**config.mk**
```make
export PLATFORM = sky130hd
export DESIGN_NAME = oled_spi_rx
export DESIGN_NICKNAME = d
export VERILOG_FILES = /design/src/rtl/oled_spi_rx.sv
export SDC_FILE = /design/constraint.sdc
export NUM_CORES = 1
export LEC_CHECK = 0
export CAP_MARGIN = 20
export CORE_AREA = 2 2 63 59
export DETAILED_ROUTE_END_ITERATION = 8
export DIE_AREA = 0 0 65 61
export HOLD_SLACK_MARGIN = 0.1
export PLACE_DENSITY_LB_ADDON = 0.3
export SYNTH_ARGS = -nofsm -noshare
export SYNTH_HDL_FRONTEND = slang
export SYNTH_SLANG_ARGS = --single-unit
```
**constraint.sdc**
```tcl
create_clock -name CLK -period 1.3 [get_ports CLK]
set_input_delay 0.26 -clock CLK [delete_from_list [all_inputs] [get_ports CLK]]
set_output_delay 0.26 -clock CLK [all_outputs]
set_load 0.01 [all_outputs]
```
**src/rtl/oled_spi_rx.sv**
```systemverilog
// ----------------------------------------------------------------------------
// oled_spi_rx
//
// Receives the OLED controller SPI stream from an external host, reassembles
// bytes, and turns data bytes into framebuffer write strobes.
//
// Optional feature macro: OLED_RX_ADDR_TRACK_EN
//   defined   : column/page address parser (0x21/0x22 windows, 0xAE/0xAF
//               display on/off), auto-incrementing write pointers.
//   undefined : no parser; every data byte writes page 0, column 0 and
//               disp_on is held low.
//
// Ports
//   CLK, RST             system clock, synchronous active-high reset
//   CS, SCLK, SDIN, DC   asynchronous SPI lines (CS active-low, DC 1 = data)
//   byte_data/byte_dc    last received byte and its DC bit (held)
//   byte_vld             1-cycle strobe when a new byte is available
//   wr_en/wr_page/wr_col/wr_data  framebuffer write strobe, address, data
//   disp_on              display-on flag
//   frag_err             1-cycle pulse when CS rises on a partial byte
// ----------------------------------------------------------------------------
module oled_spi_rx #(
    parameter int COL_W = 7,
    parameter int PG_W  = 2
) (
    input  logic             CLK,
    input  logic             RST,
    input  logic             CS,
    input  logic             SCLK,
    input  logic             SDIN,
    input  logic             DC,
    output logic [7:0]       byte_data,
    output logic             byte_dc,
    output logic             byte_vld,
    output logic             wr_en,
    output logic [PG_W-1:0]  wr_page,
    output logic [COL_W-1:0] wr_col,
    output logic [7:0]       wr_data,
    output logic             disp_on,
    output logic             frag_err
);

    // ------------------------------------------------------------------
    // Input synchronizers; index [1] is the synchronized value.
    // CS idles high and SCLK idles low so reset never fakes an edge.
    // ------------------------------------------------------------------
    logic [1:0] r_cs_sync;
    logic [1:0] r_sclk_sync;
    logic [1:0] r_sdin_sync;
    logic [1:0] r_dc_sync;
    logic       r_cs_prev;
    logic       r_sclk_prev;

    always_ff @(posedge CLK) begin
        if (RST) begin
            r_cs_sync   <= 2'b11;
            r_sclk_sync <= 2'b00;
            r_sdin_sync <= 2'b00;
            r_dc_sync   <= 2'b00;
            r_cs_prev   <= 1'b1;
            r_sclk_prev <= 1'b0;
        end else begin
            r_cs_sync   <= {r_cs_sync[0], CS};
            r_sclk_sync <= {r_sclk_sync[0], SCLK};
            r_sdin_sync <= {r_sdin_sync[0], SDIN};
            r_dc_sync   <= {r_dc_sync[0], DC};
            r_cs_prev   <= r_cs_sync[1];
            r_sclk_prev <= r_sclk_sync[1];
        end
    end

    logic       w_cs_rise;
    logic       w_bit_edge;
    logic       w_byte_done;
    logic [2:0] r_bit_cnt;
    logic [2:0] w_cnt_next;
    logic [6:0] r_shift;

    assign w_cs_rise   = r_cs_sync[1] & ~r_cs_prev;
    // An SCLK edge seen in the same cycle CS deasserts still belongs to the
    // frame, so a byte finishing exactly at CS release is completed.
    assign w_bit_edge  = r_sclk_sync[1] & ~r_sclk_prev & (~r_cs_sync[1] | w_cs_rise);
    assign w_byte_done = w_bit_edge & (r_bit_cnt == 3'd7);
    // 3-bit counter wraps to 0 on the 8th bit.
    assign w_cnt_next  = w_bit_edge ? r_bit_cnt + 3'd1 : r_bit_cnt;

    always_ff @(posedge CLK) begin
        if (RST) begin
            r_bit_cnt <= 3'd0;
            r_shift   <= 7'd0;
            byte_data <= 8'd0;
            byte_dc   <= 1'b0;
            byte_vld  <= 1'b0;
            frag_err  <= 1'b0;
        end else begin
            byte_vld  <= w_byte_done;
            frag_err  <= w_cs_rise & (w_cnt_next != 3'd0);
            r_bit_cnt <= w_cs_rise ? 3'd0 : w_cnt_next;
            if (w_bit_edge) begin
                r_shift <= {r_shift[5:0], r_sdin_sync[1]};
            end
            if (w_byte_done) begin
                byte_data <= {r_shift, r_sdin_sync[1]};
                byte_dc   <= r_dc_sync[1];
            end
        end
    end

    assign wr_data = byte_data;
    assign wr_en   = byte_vld & byte_dc;

`ifdef OLED_RX_ADDR_TRACK_EN
    // ------------------------------------------------------------------
    // Command parser: walks through argument bytes of 0x21/0x22. A data
    // byte arriving while an argument is expected aborts the command and
    // is written like any other data byte.
    // ------------------------------------------------------------------
    typedef enum logic [2:0] {
        P_IDLE,
        P_COL_A,
        P_COL_B,
        P_PG_A,
        P_PG_B
    } p_state_t;

    p_state_t         r_state;
    p_state_t         w_state_next;
    logic [COL_W-1:0] r_col_start;
    logic [COL_W-1:0] r_col_end;
    logic [COL_W-1:0] r_col;
    logic [PG_W-1:0]  r_pg_start;
    logic [PG_W-1:0]  r_pg_end;
    logic [PG_W-1:0]  r_pg;
    logic             r_disp_on;

    always_ff @(posedge CLK) begin
        if (RST) begin
            r_state <= P_IDLE;
        end else begin
            r_state <= w_state_next;
        end
    end

    always_comb begin
        w_state_next = r_state;
        if (byte_vld) begin
            if (byte_dc) begin
                w_state_next = P_IDLE;
            end else begin
                case (r_state)
                    P_IDLE: begin
                        if (byte_data == 8'h21) begin
                            w_state_next = P_COL_A;
                        end else if (byte_data == 8'h22) begin
                            w_state_next = P_PG_A;
                        end
                    end
                    P_COL_A: w_state_next = P_COL_B;
                    P_PG_A:  w_state_next = P_PG_B;
                    default: w_state_next = P_IDLE;
                endcase
            end
        end
    end

    // Window registers and write pointers. Commands and writes both act
    // only on byte_vld, and bytes are serial, so they never collide.
    always_ff @(posedge CLK) begin
        if (RST) begin
            r_col_start <= '0;
            r_col_end   <= '1;
            r_col       <= '0;
            r_pg_start  <= '0;
            r_pg_end    <= '1;
            r_pg        <= '0;
            r_disp_on   <= 1'b0;
        end else if (byte_vld) begin
            if (byte_dc) begin
                if (r_col == r_col_end) begin
                    r_col <= r_col_start;
                    r_pg  <= (r_pg == r_pg_end) ? r_pg_start : r_pg + PG_W'(1);
                end else begin
                    r_col <= r_col + COL_W'(1);
                end
            end else begin
                case (r_state)
                    P_IDLE: begin
                        if (byte_data == 8'hAE) begin
                            r_disp_on <= 1'b0;
                        end else if (byte_data == 8'hAF) begin
                            r_disp_on <= 1'b1;
                        end
                    end
                    P_COL_A: begin
                        r_col_start <= byte_data[COL_W-1:0];
                        r_col       <= byte_data[COL_W-1:0];
                    end
                    P_COL_B: r_col_end <= byte_data[COL_W-1:0];
                    P_PG_A: begin
                        r_pg_start <= byte_data[PG_W-1:0];
                        r_pg       <= byte_data[PG_W-1:0];
                    end
                    P_PG_B:  r_pg_end <= byte_data[PG_W-1:0];
                    default: ;
                endcase
            end
        end
    end

    assign wr_page = r_pg;
    assign wr_col  = r_col;
    assign disp_on = r_disp_on;
`else
    assign wr_page = '0;
    assign wr_col  = '0;
    assign disp_on = 1'b0;
`endif

endmodule

```
==> results.yml <==
pwr:
  p_per_area_nw_per_um2: 1110
  ir_drop_uv: 605.9
  leakagePower_nw: 0.6750
route:
  viasPerCell: 4.551
  avgRoutedWirePerCell_um: 10.75
  routed.top_layer: "met4"
  totalWireLength_mm: 2.204
  wl_met2_mm: 1.028
  dr.pass1.iters: 4
  drc: 0
  route.met3.wl_um: 139
  drtIter0Drc: 22
  vias: 933
  drt-met1-wl_mm: 1.023
  postRouteAntennaNets: 0
setup_path:
  required_ps: 1510
  worstSetupPathType: "reg2reg"
  crit_fanout: 3
  cp-start-kind: "flop"
  crit_arrival_ps: 1490
  end_kind: "flop"
floorplanning:
  num_rows: 20
  core_um2: 3278
  initial_core_util: 0.4176
  die_area_um2: 3965
  chipHeight_um: 61
  die_x_um: 65
  ios: 36
sta:
  achievable-frequency_ghz: 0.7822
  period_share: 0.9834
  layout_setup_ws_ps: 21.63
  clock_skew_ps: 2.476
  rsz0062_at_grt: "yes"
  hold_slack_ps: 420.0
  min_period_ps: 1278
  setup_viol: 0
  hold_viol: 0
  report.final.slew_viol_count: 0
placed_design:
  dp_hpwl_mm: 1.456
  place_inst: 197
  numPortBuffers: 25
  dp_slack_ps: -15.34
  gp_congestion: 0.7112
  dpl_cell_area_um2: 1588
synth:
  yosys_most_used_dff: "dfxtp_1"
  yosysTopAreaCell: "dfxtp_1"
  ys_types: 24
  synth-edff-count: 0
  ys_seq_area_frac: 0.4534
  async_reset_ff_frac: 0
  synth_area_leaders: "dfxtp_1, buf_4, nand2b_1"
  yosysWarningCount: 0
  syn_inst: 140
  yosys_register_bits: 31
  synth_top_cell_area_share: 0.4534
  synth_area_um2: 1369
  synth_area_per_cell_um2: 9.777
global_route:
  grt_max_degree: 34
  grt_pass1_vias: 867
  grt_overflow_total: 0
  grt_usage: 0.1247
  antenna_found_initial: 0
  grt_pass1_wl_mm: 3.643
cells_and_area:
  final_area_um2: 1692
  num_antenna_cells: 0
  fin_nets: 168
  layout-drive-gt1-share: 0.1491
  instances_no_fill: 205
  area_delta_synth_final_pct: 23.58
cts:
  htree_levels: 2
  cts_buffers: 5
  cts.sinks: 31
  hold_buffers: 0
  path_clk_slew_ps: 60
  cts_root_buffer: "clkbuf_8"
  cts_setup_buffers: 0
  clk_latency_ps: 270
  clockBufferDepth: 2
  cts_tree: "done"
job:
  drv_cap: 0
run_status:
  status: "completed"
hold_path:
  hp-class: "reg2reg"
synthesized netlist by cell type, types with 2 or more instances:
cell type and number:
buf_4 19, nand2b_1 21, mux2i_1 9, nor2b_1 8
clkbuf_1 5, ha_1 2, dfxtp_1 31, or3b_1 8
a21oi_1 10, o21ai_0 11, or2_2 3
worst paths after layout:
| path | end | from | cells after the start | slack, ps |
|---|---|---|---|---|
| worst max-delay path | r_bit_cnt[2] | r_bit_cnt[1] | 4 | 20 |
| worst min-delay path | r_cs_sync[1] | r_cs_sync[0] | 1 | 420 |
| worst max register to register | r_bit_cnt[2] | r_bit_cnt[1] | 4 | 20 |
| worst min register to register | r_cs_sync[1] | r_cs_sync[0] | 1 | 420 |
logic make-up (layout without fill, tap and decap cells):
kind of cell	Yosys count	in the layout	share of synthesized area
AOI/OAI and AO/OA	21	21	0.07678
adders and majority gates	2	2	0.01828
buffers and inverters	27	39	0.1335
DFF	31	31	0.4534
muxes	9	9	0.06582
other	1	10	0.002740
and+or+nand+nor	49	49	0.2496
flip-flops by register name, indices dropped and copies added, names as in the netlist:
signal and flops:
byte_data 8, r_shift 7, r_bit_cnt 3, r_cs_sync 2, r_dc_sync 2, r_sclk_sync 2
r_sdin_sync 2, byte_dc 1, byte_vld 1, frag_err 1, r_cs_prev 1, r_sclk_prev 1
layer usage:
layer / GRT usage / up-vias
met5: 0 / -
met4: 0.05471 / 0
met3: 0.05937 / 2
met2: 0.2180 / 30
met1: 0.1303 / 423
li1: - / 478
per-stage QoR:
| stage | util | TNS (ps) | total power [W] |
|---|---|---|---|
| final | 0.5160 | 0 | 0.001877 |
| after global routing | 0.5160 | -8.861 | 0.001957 |
| after CTS | 0.5156 | 0 | 0.001896 |
| after detailed placement | 0.4844 | -16.16 | 0.001087 |
| after global placement | 0.4844 | -29.29 | 0.001084 |
| after floorplan | - | 0 | 0.001079 |
layout by cell type, fill, tap and decap left out, types with 2 or more instances in the layout:
cell type / netlist / final
a21oi_1: 10 / 10
buf_4: 19 / 5
clkbuf_8: 0 / 7
clkdlybuf4s50_1: 0 / 5
conb_1: 1 / 10
dfxtp_1: 31 / 29
dfxtp_2: 0 / 2
dlygate4sd2_1: 0 / 19
ha_4: 0 / 2
mux2i_1: 9 / 9
nand2b_1: 21 / 21
nor2b_1: 8 / 8
o21ai_0: 11 / 11
or2_2: 3 / 3
or3b_1: 8 / 8
report_power, final:
group,total (W),switching [W],internal [W]
registers,0.000969,0.00000532,0.000964
logic,0.0000975,0.0000513,0.0000462
clock network,0.000810,0.000328,0.000482
total,0.00188,0.000384,0.00149
worst max-delay path, stage by stage (launching register included):
cell and delay, ps:
dfxtp_2 340, ha_4 160, ha_4 250, or3b_1 340, a21oi_1 120
cell type report:
type	instances	area (um2)
well taps	44	55.05
clock buffers	8	100.1
fillers	317	1587
flip-flops and latches	31	623.1
multi-input cells	91	629.4
repair buffers	31	284.0
what timing repair did:
action                                  in CTS  in global routing
endpoints found under the setup margin      21                  3
pin swaps                                    2                  1
gates resized for setup                     25                  1
(Power assumes the default switching activity.)
